==> src/rtl/p2p_tx_arbiter.sv <==
// rtl/p2p_tx_arbiter.sv - packet-atomic two-source round-robin arbiter for one CMAC TX stream
// Optional per-source packet counters are enabled by defining P2P_TX_ARB_STATS_EN.
module p2p_tx_arbiter #(
   parameter int DATA_W = 512,
   parameter int KEEP_W = DATA_W / 8
) (
   input  logic              cmac_clk,
   input  logic              mod_rstn,
   input  logic              s0_axis_tvalid,
   input  logic [DATA_W-1:0] s0_axis_tdata,
   input  logic [KEEP_W-1:0] s0_axis_tkeep,
   input  logic              s0_axis_tlast,
   input  logic              s0_axis_tuser_err,
   output logic              s0_axis_tready,
   input  logic              s1_axis_tvalid,
   input  logic [DATA_W-1:0] s1_axis_tdata,
   input  logic [KEEP_W-1:0] s1_axis_tkeep,
   input  logic              s1_axis_tlast,
   input  logic              s1_axis_tuser_err,
   output logic              s1_axis_tready,
   output logic              m_axis_tvalid,
   output logic [DATA_W-1:0] m_axis_tdata,
   output logic [KEEP_W-1:0] m_axis_tkeep,
   output logic              m_axis_tlast,
   output logic              m_axis_tuser_err,
   input  logic              m_axis_tready,
   input  logic [1:0]        src_en,
   output logic [1:0]        grant
`ifdef P2P_TX_ARB_STATS_EN
   ,
   output logic [31:0]       pkt_cnt0,
   output logic [31:0]       pkt_cnt1,
   input  logic              cnt_clr
`endif
);

   typedef enum logic [1:0] {
      IDLE = 2'd0,
      OWN0 = 2'd1,
      OWN1 = 2'd2
   } state_t;

   state_t      state_q, state_d;
   logic        last_owner_q, last_owner_d;
   logic [1:0]  grant_q;
   logic        elig0, elig1;
   logic        done0, done1;

   assign elig0 = s0_axis_tvalid & src_en[0];
   assign elig1 = s1_axis_tvalid & src_en[1];
   assign done0 = (state_q == OWN0) & s0_axis_tvalid & m_axis_tready & s0_axis_tlast;
   assign done1 = (state_q == OWN1) & s1_axis_tvalid & m_axis_tready & s1_axis_tlast;

   always_comb begin
      state_d           = state_q;
      last_owner_d      = last_owner_q;
      m_axis_tvalid     = 1'b0;
      m_axis_tdata      = '0;
      m_axis_tkeep      = '0;
      m_axis_tlast      = 1'b0;
      m_axis_tuser_err  = 1'b0;
      s0_axis_tready    = 1'b0;
      s1_axis_tready    = 1'b0;
      case (state_q)
         IDLE: begin
            // On contention the source that did not own the link last time wins.
            if (elig0 && (!elig1 || last_owner_q)) begin
               state_d      = OWN0;
               last_owner_d = 1'b0;
            end else if (elig1) begin
               state_d      = OWN1;
               last_owner_d = 1'b1;
            end
         end
         OWN0: begin
            m_axis_tvalid    = s0_axis_tvalid;
            m_axis_tdata     = s0_axis_tdata;
            m_axis_tkeep     = s0_axis_tkeep;
            m_axis_tlast     = s0_axis_tlast;
            m_axis_tuser_err = s0_axis_tuser_err;
            s0_axis_tready   = m_axis_tready;
            if (done0) state_d = IDLE;
         end
         OWN1: begin
            m_axis_tvalid    = s1_axis_tvalid;
            m_axis_tdata     = s1_axis_tdata;
            m_axis_tkeep     = s1_axis_tkeep;
            m_axis_tlast     = s1_axis_tlast;
            m_axis_tuser_err = s1_axis_tuser_err;
            s1_axis_tready   = m_axis_tready;
            if (done1) state_d = IDLE;
         end
         default: state_d = IDLE;
      endcase
   end

   always_ff @(posedge cmac_clk or negedge mod_rstn) begin
      if (!mod_rstn) begin
         state_q      <= IDLE;
         last_owner_q <= 1'b1;
         grant_q      <= 2'b00;
      end else begin
         state_q      <= state_d;
         last_owner_q <= last_owner_d;
         grant_q      <= {state_d == OWN1, state_d == OWN0};
      end
   end

   assign grant = grant_q;

`ifdef P2P_TX_ARB_STATS_EN
   logic [31:0] pkt_cnt0_q, pkt_cnt0_d;
   logic [31:0] pkt_cnt1_q, pkt_cnt1_d;

   // Clear takes priority over a packet completing in the same cycle.
   always_comb begin
      pkt_cnt0_d = pkt_cnt0_q;
      pkt_cnt1_d = pkt_cnt1_q;
      if (cnt_clr) begin
         pkt_cnt0_d = '0;
         pkt_cnt1_d = '0;
      end else begin
         if (done0) pkt_cnt0_d = pkt_cnt0_q + 32'd1;
         if (done1) pkt_cnt1_d = pkt_cnt1_q + 32'd1;
      end
   end

   always_ff @(posedge cmac_clk or negedge mod_rstn) begin
      if (!mod_rstn) begin
         pkt_cnt0_q <= '0;
         pkt_cnt1_q <= '0;
      end else begin
         pkt_cnt0_q <= pkt_cnt0_d;
         pkt_cnt1_q <= pkt_cnt1_d;
      end
   end

   assign pkt_cnt0 = pkt_cnt0_q;
   assign pkt_cnt1 = pkt_cnt1_q;
`endif

endmodule

==> config.mk <==
export PLATFORM = sky130hd
export DESIGN_NAME = p2p_tx_arbiter
export DESIGN_NICKNAME = d
export VERILOG_FILES = /design/src/rtl/p2p_tx_arbiter.sv
export SDC_FILE = /design/constraint.sdc
export NUM_CORES = 1
export LEC_CHECK = 0
export CORE_AREA = 2 2 685 687
export CTS_CLUSTER_DIAMETER = 100
export DETAILED_ROUTE_END_ITERATION = 7
export DIE_AREA = 0 0 687 689
export PLACE_DENSITY_LB_ADDON = 0.3
export SLEW_MARGIN = 20
export SYNTH_ARGS = -nofsm -noshare
export SYNTH_HDL_FRONTEND = slang
export SYNTH_SLANG_ARGS = --single-unit
==> constraint.sdc <==
create_clock -name cmac_clk -period 2 [get_ports cmac_clk]
set_clock_uncertainty 0.1 [all_clocks]
set_input_delay 0.4 -clock cmac_clk [delete_from_list [all_inputs] [get_ports cmac_clk]]
set_output_delay 0.4 -clock cmac_clk [all_outputs]
set_load 0.05 [all_outputs]
# Word-level counts from Yosys, hierarchy flattened
# Index checks and enable logic that the tools add are counted.
# op_classes
eq_ne	4
muxes	14
bitwise_logic	8
reduce_logical	6
# ops
operator	n
$pmux W512 S2	1
$pmux W64 S2	1
$and A1 B1 Y1	8
$mux W2	4
$pmux W1 S2	3
$pmux W2 S3	1
$eq A2 B1 Y1 const B	2
$eq A2 B2 Y1 const B	2
$mux W1	4
$logic_not A2 Y1	1
$reduce_and A2 Y1	1
$reduce_bool A2 Y1	1
$logic_and A1 B1 Y1	1
$logic_not A1 Y1	1
$logic_or A1 B1 Y1	1
# totals
ff_bits	5
inputBits	1163
output_inout_bits	583
word_cells	35

# Depth between registers and ports, before layout
# logic_depth
word_depth	7
depth_mapped	7
depth_no_buf	5

# Least setup slack after synthesis
# No wires, ideal clock.
# synth_path
path_kind	flip-flop to output port
start	register state_q[0]
end	output m_axis_tdata[100]
t_arrival_ps	2056
required_ps	1500
slack_ps	-556
path_stages_with_launch	7
n_path_buf	3
cell_sequence	dfrtp_1 -> inv_1 -> ha_1 -> buf_2 -> buf_2 -> clkbuf_1 -> nor2b_1
# synth_between
elab_chain_len	2
word_cells_on_any_way	3
classes_between	2 x eq/ne; 1 x mux
# synth_rtl
item	line_no	text
start, declared	43	state_t state_q, state_d;
start signal, assigned	103	state_q <= state_d;
$eq A2 B2 Y1 / $eq A2 B1 Y1 (equally long branches)	64	case (state_q)
$pmux W512 S2 *	64	
end, declared	22	output logic [DATA_W-1:0] m_axis_tdata,
# Every way passes the cells marked *; elsewhere a longest branch is shown, timed or not.

# Worst setup path in the final report
# layout_path
start	register state_q[1]
end	output m_axis_tdata[208]
# Same word-level chain as after synthesis.

==> impl_results.md <==
* Slew Limit Fails at 0
* CTS H-Tree Depth at 1
* RR Endpoint: grant[1]$_DFF_PN0_
* Period utilization at 142%
* Congestion Overflow GR at 0
* Final number of setup-violating endpoints at 584
* Commonest cells post-synth: a22oi_1 (579), nor2b_1 (579), clkbuf_1 (96)
* Largest net degree at the start of global routing at 45
* Crit Reg-Reg Startpoint: state_q[0]$_DFF_PN0_
* Final ANT Viol Nets at 0
* Total GRT Usage at 13.3%
* Reg2reg path depth at 7
* Register area at 126 sq um
* CP Capture Type: output pin
* Status: finished, violations left
* Drt pass-1 iters at 5
* Worst-path maximum fanout at 20
* Die height at 689 um
* CP Class: reg2out
* Port bufs at 1745
* Period minus WS final at 2840 ps
* I/O pins at 1746
* First-pass GRT wire length at 380 mm
* Vias at 23400
* Vias per inst at 2.41
* Share of post-route cells with drive strength above 1 at 60.4%
* Syn_nets at 2552
* RSZ-0062 raised after global routing: yes
* Setup crit end: m_axis_tdata[208]
* Yosys warns at 0
* Die Wd at 687 um
* CP Launch Type: flop
* Worst endpoint required time at 1500 ps
* Residual DRC at 0
* Antenna violations before repair at 456
* Library cells used by synthesis at 25
* Post-Route WL at 341 mm
* R2r setup slk at -110 ps
* Setup WS post-layout at -840 ps
* Core area at 466000 sq um
* Async SR Flop Fraction at 100%
* Worst-Margin Slew at 566 ps
* Clk buf depth at 2
* CTS Buf Count at 3
* Pwr Density at 1350 nW/um^2
* Rel. slew slack at 62.3%
* Max Cap Viol at 0
* Arr. time, crit path at 2340 ps
* Synth area leaders: a22oi_1 (47%), nor2b_1 (39%), buf_2 (5.1%)
* Number of fill cells in the layout at 53100
* Setup crit start: state_q[1]$_DFF_PN0_
* Pleak at 16.6 nW
* Detailed placement HPWL at 306 mm
* Failing checks: negative setup slack
* Primary FF master, synth: dfrtp_1
* Placed cells at 9363
* Flops & latches, synth at 5
* CTS Root Cell: clkbuf_16
* Initial Utilization at 1.97%
* Vias in the first global route at 22200
* Number of synthesized flops with an enable pin at 0
* Max Freq at 352 MHz
* Fin cells at 9685
* Area leader, netlist: a22oi_1
* Mapped cell area at 9180 sq um
* Syn-to-layout area delta at 478%
* Share of the synthesized area in the top cell type at 47.4%
* Total die area at 473000 sq um
* Drt first-iter violations at 1435
* CTS tree: built
* Routability cong. at 0.958
* CTS sink cnt at 5
* FP Rows at 251
* Hold WS at 313 ps
* Worst-path clk slew at 30 ps
* Final Net Count at 4524
* Final hold violations at 0
* Sequential fraction of the synthesis area at 1.38%
* Worst Hold Class: in2async
* Worst vdd ir at 0.000569 V
* CTS Hold Bufs at 0
* Area of the multi-input gates at 14700 sq um
* Gate Count Post-Synth at 1385
* Avg Cell Area, Syn at 6.63 sq um
* Routed len/inst at 35.2 um
* Clock latency on the worst-skew pair at 230 ps
power by group:
| part | switching, mW | total, mW | internal (mW) |
|---|---|---|---|
| clock network | 0.0724 | 0.337 | 0.265 |
| logic | 34.5 | 71.3 | 36.7 |
| registers | 0.0374 | 0.186 | 0.149 |
| total | 34.7 | 71.8 | 37.1 |
metal layers:
layer | wire length, um | track usage (%) | vias to the layer above
li1 | - | - | 9336
met1 | 111000 | 12.7 | 11000
met2 | 159000 | 22.5 | 1845
met3 | 55200 | 9.95 | 921
met4 | 14500 | 3.48 | 286
met5 | 1940 | 0 | -
stage by stage:
step	utilization (%)	setup TNS (ps)	instance area, sq um	total power, mW	setup WS [ps]
after CTS	10.5	-405610	49100	65.1	-858
final	11.4	-379460	53100	71.8	-840
after detailed placement	9.88	-247330	46100	57.8	-1150
after floorplan	-	-34710	14000	31.9	-222
after global placement	9.87	-264960	46000	57.7	-1210
after global routing	11.3	-417440	52800	74.2	-854
sequential cells by signal, summed over array words and instances, names as in the netlist:
signal,count
last_owner_q,1
state_q,2
grant,2
final cells by class:
cell class	instances	area share (%)
repair buffers	2161	56.7
multi-input cells	1182	27.7
well taps	6198	14.6
diodes	131	0.618
flip-flops and latches	5	0.238
clock buffers	4	0.149
inverters	4	0.0330
cell families (layout without fill, tap and decap cells):
family,count (synthesis),count (layout),share of synthesized area [%]
AO/OA/AOI/OAI,588,588,48.4
adder cells (fa/ha/maj),4,4,0.545
flip-flops,5,5,1.38
other,0,131,0
buffers and inverters,198,2169,9.50
AND/OR/NAND/NOR,590,590,40.2
placed cells by master (no fill, tap or decap), types with 4 or more instances in the layout:
cell type / Yosys / routed
a22oi_1: 579 / 141
a22oi_2: 0 / 438
and2_1: 4 / 4
buf_12: 0 / 682
buf_16: 0 / 42
buf_4: 1 / 115
buf_6: 1 / 65
buf_8: 0 / 36
clkbuf_16: 0 / 59
clkdlybuf4s50_1: 0 / 1162
dfrtp_1: 4 / 4
diode_2: 0 / 131
nand3_1: 4 / 4
nor2b_2: 0 / 17
nor2b_4: 0 / 562
timing repair:
action | 4_1_cts | 5_1_grt
gates cloned | 25 | 69
pin swaps | 34 | 76
resized for setup | 328 | 434
endpoints found under the setup margin | 584 | 585
setup buffers | 76 | 39
how the worst min path moves through the flow:
stage	startpoint	to	slack, ps
after floorplan	mod_rstn	grant[0]$_DFF_PN0_	4
after global placement	last_owner_q$_DFFE_PN1P_	last_owner_q$_DFFE_PN1P_	470
after detailed placement	last_owner_q$_DFFE_PN1P_	last_owner_q$_DFFE_PN1P_	480
after CTS	mod_rstn	state_q[1]$_DFF_PN0_	320
after global routing	mod_rstn	state_q[1]$_DFF_PN0_	340
final	mod_rstn	state_q[1]$_DFF_PN0_	310
critical path: stages (launching register included):
cell     delay [ps]
dfrtp_1         390
buf_6           130
ha_4            170
buf_6           160
buf_16          170
buf_16          290
buf_4           160
a22oi_2         230
nor2b_4          70
buf_12          150
(Power assumes the default switching activity.)
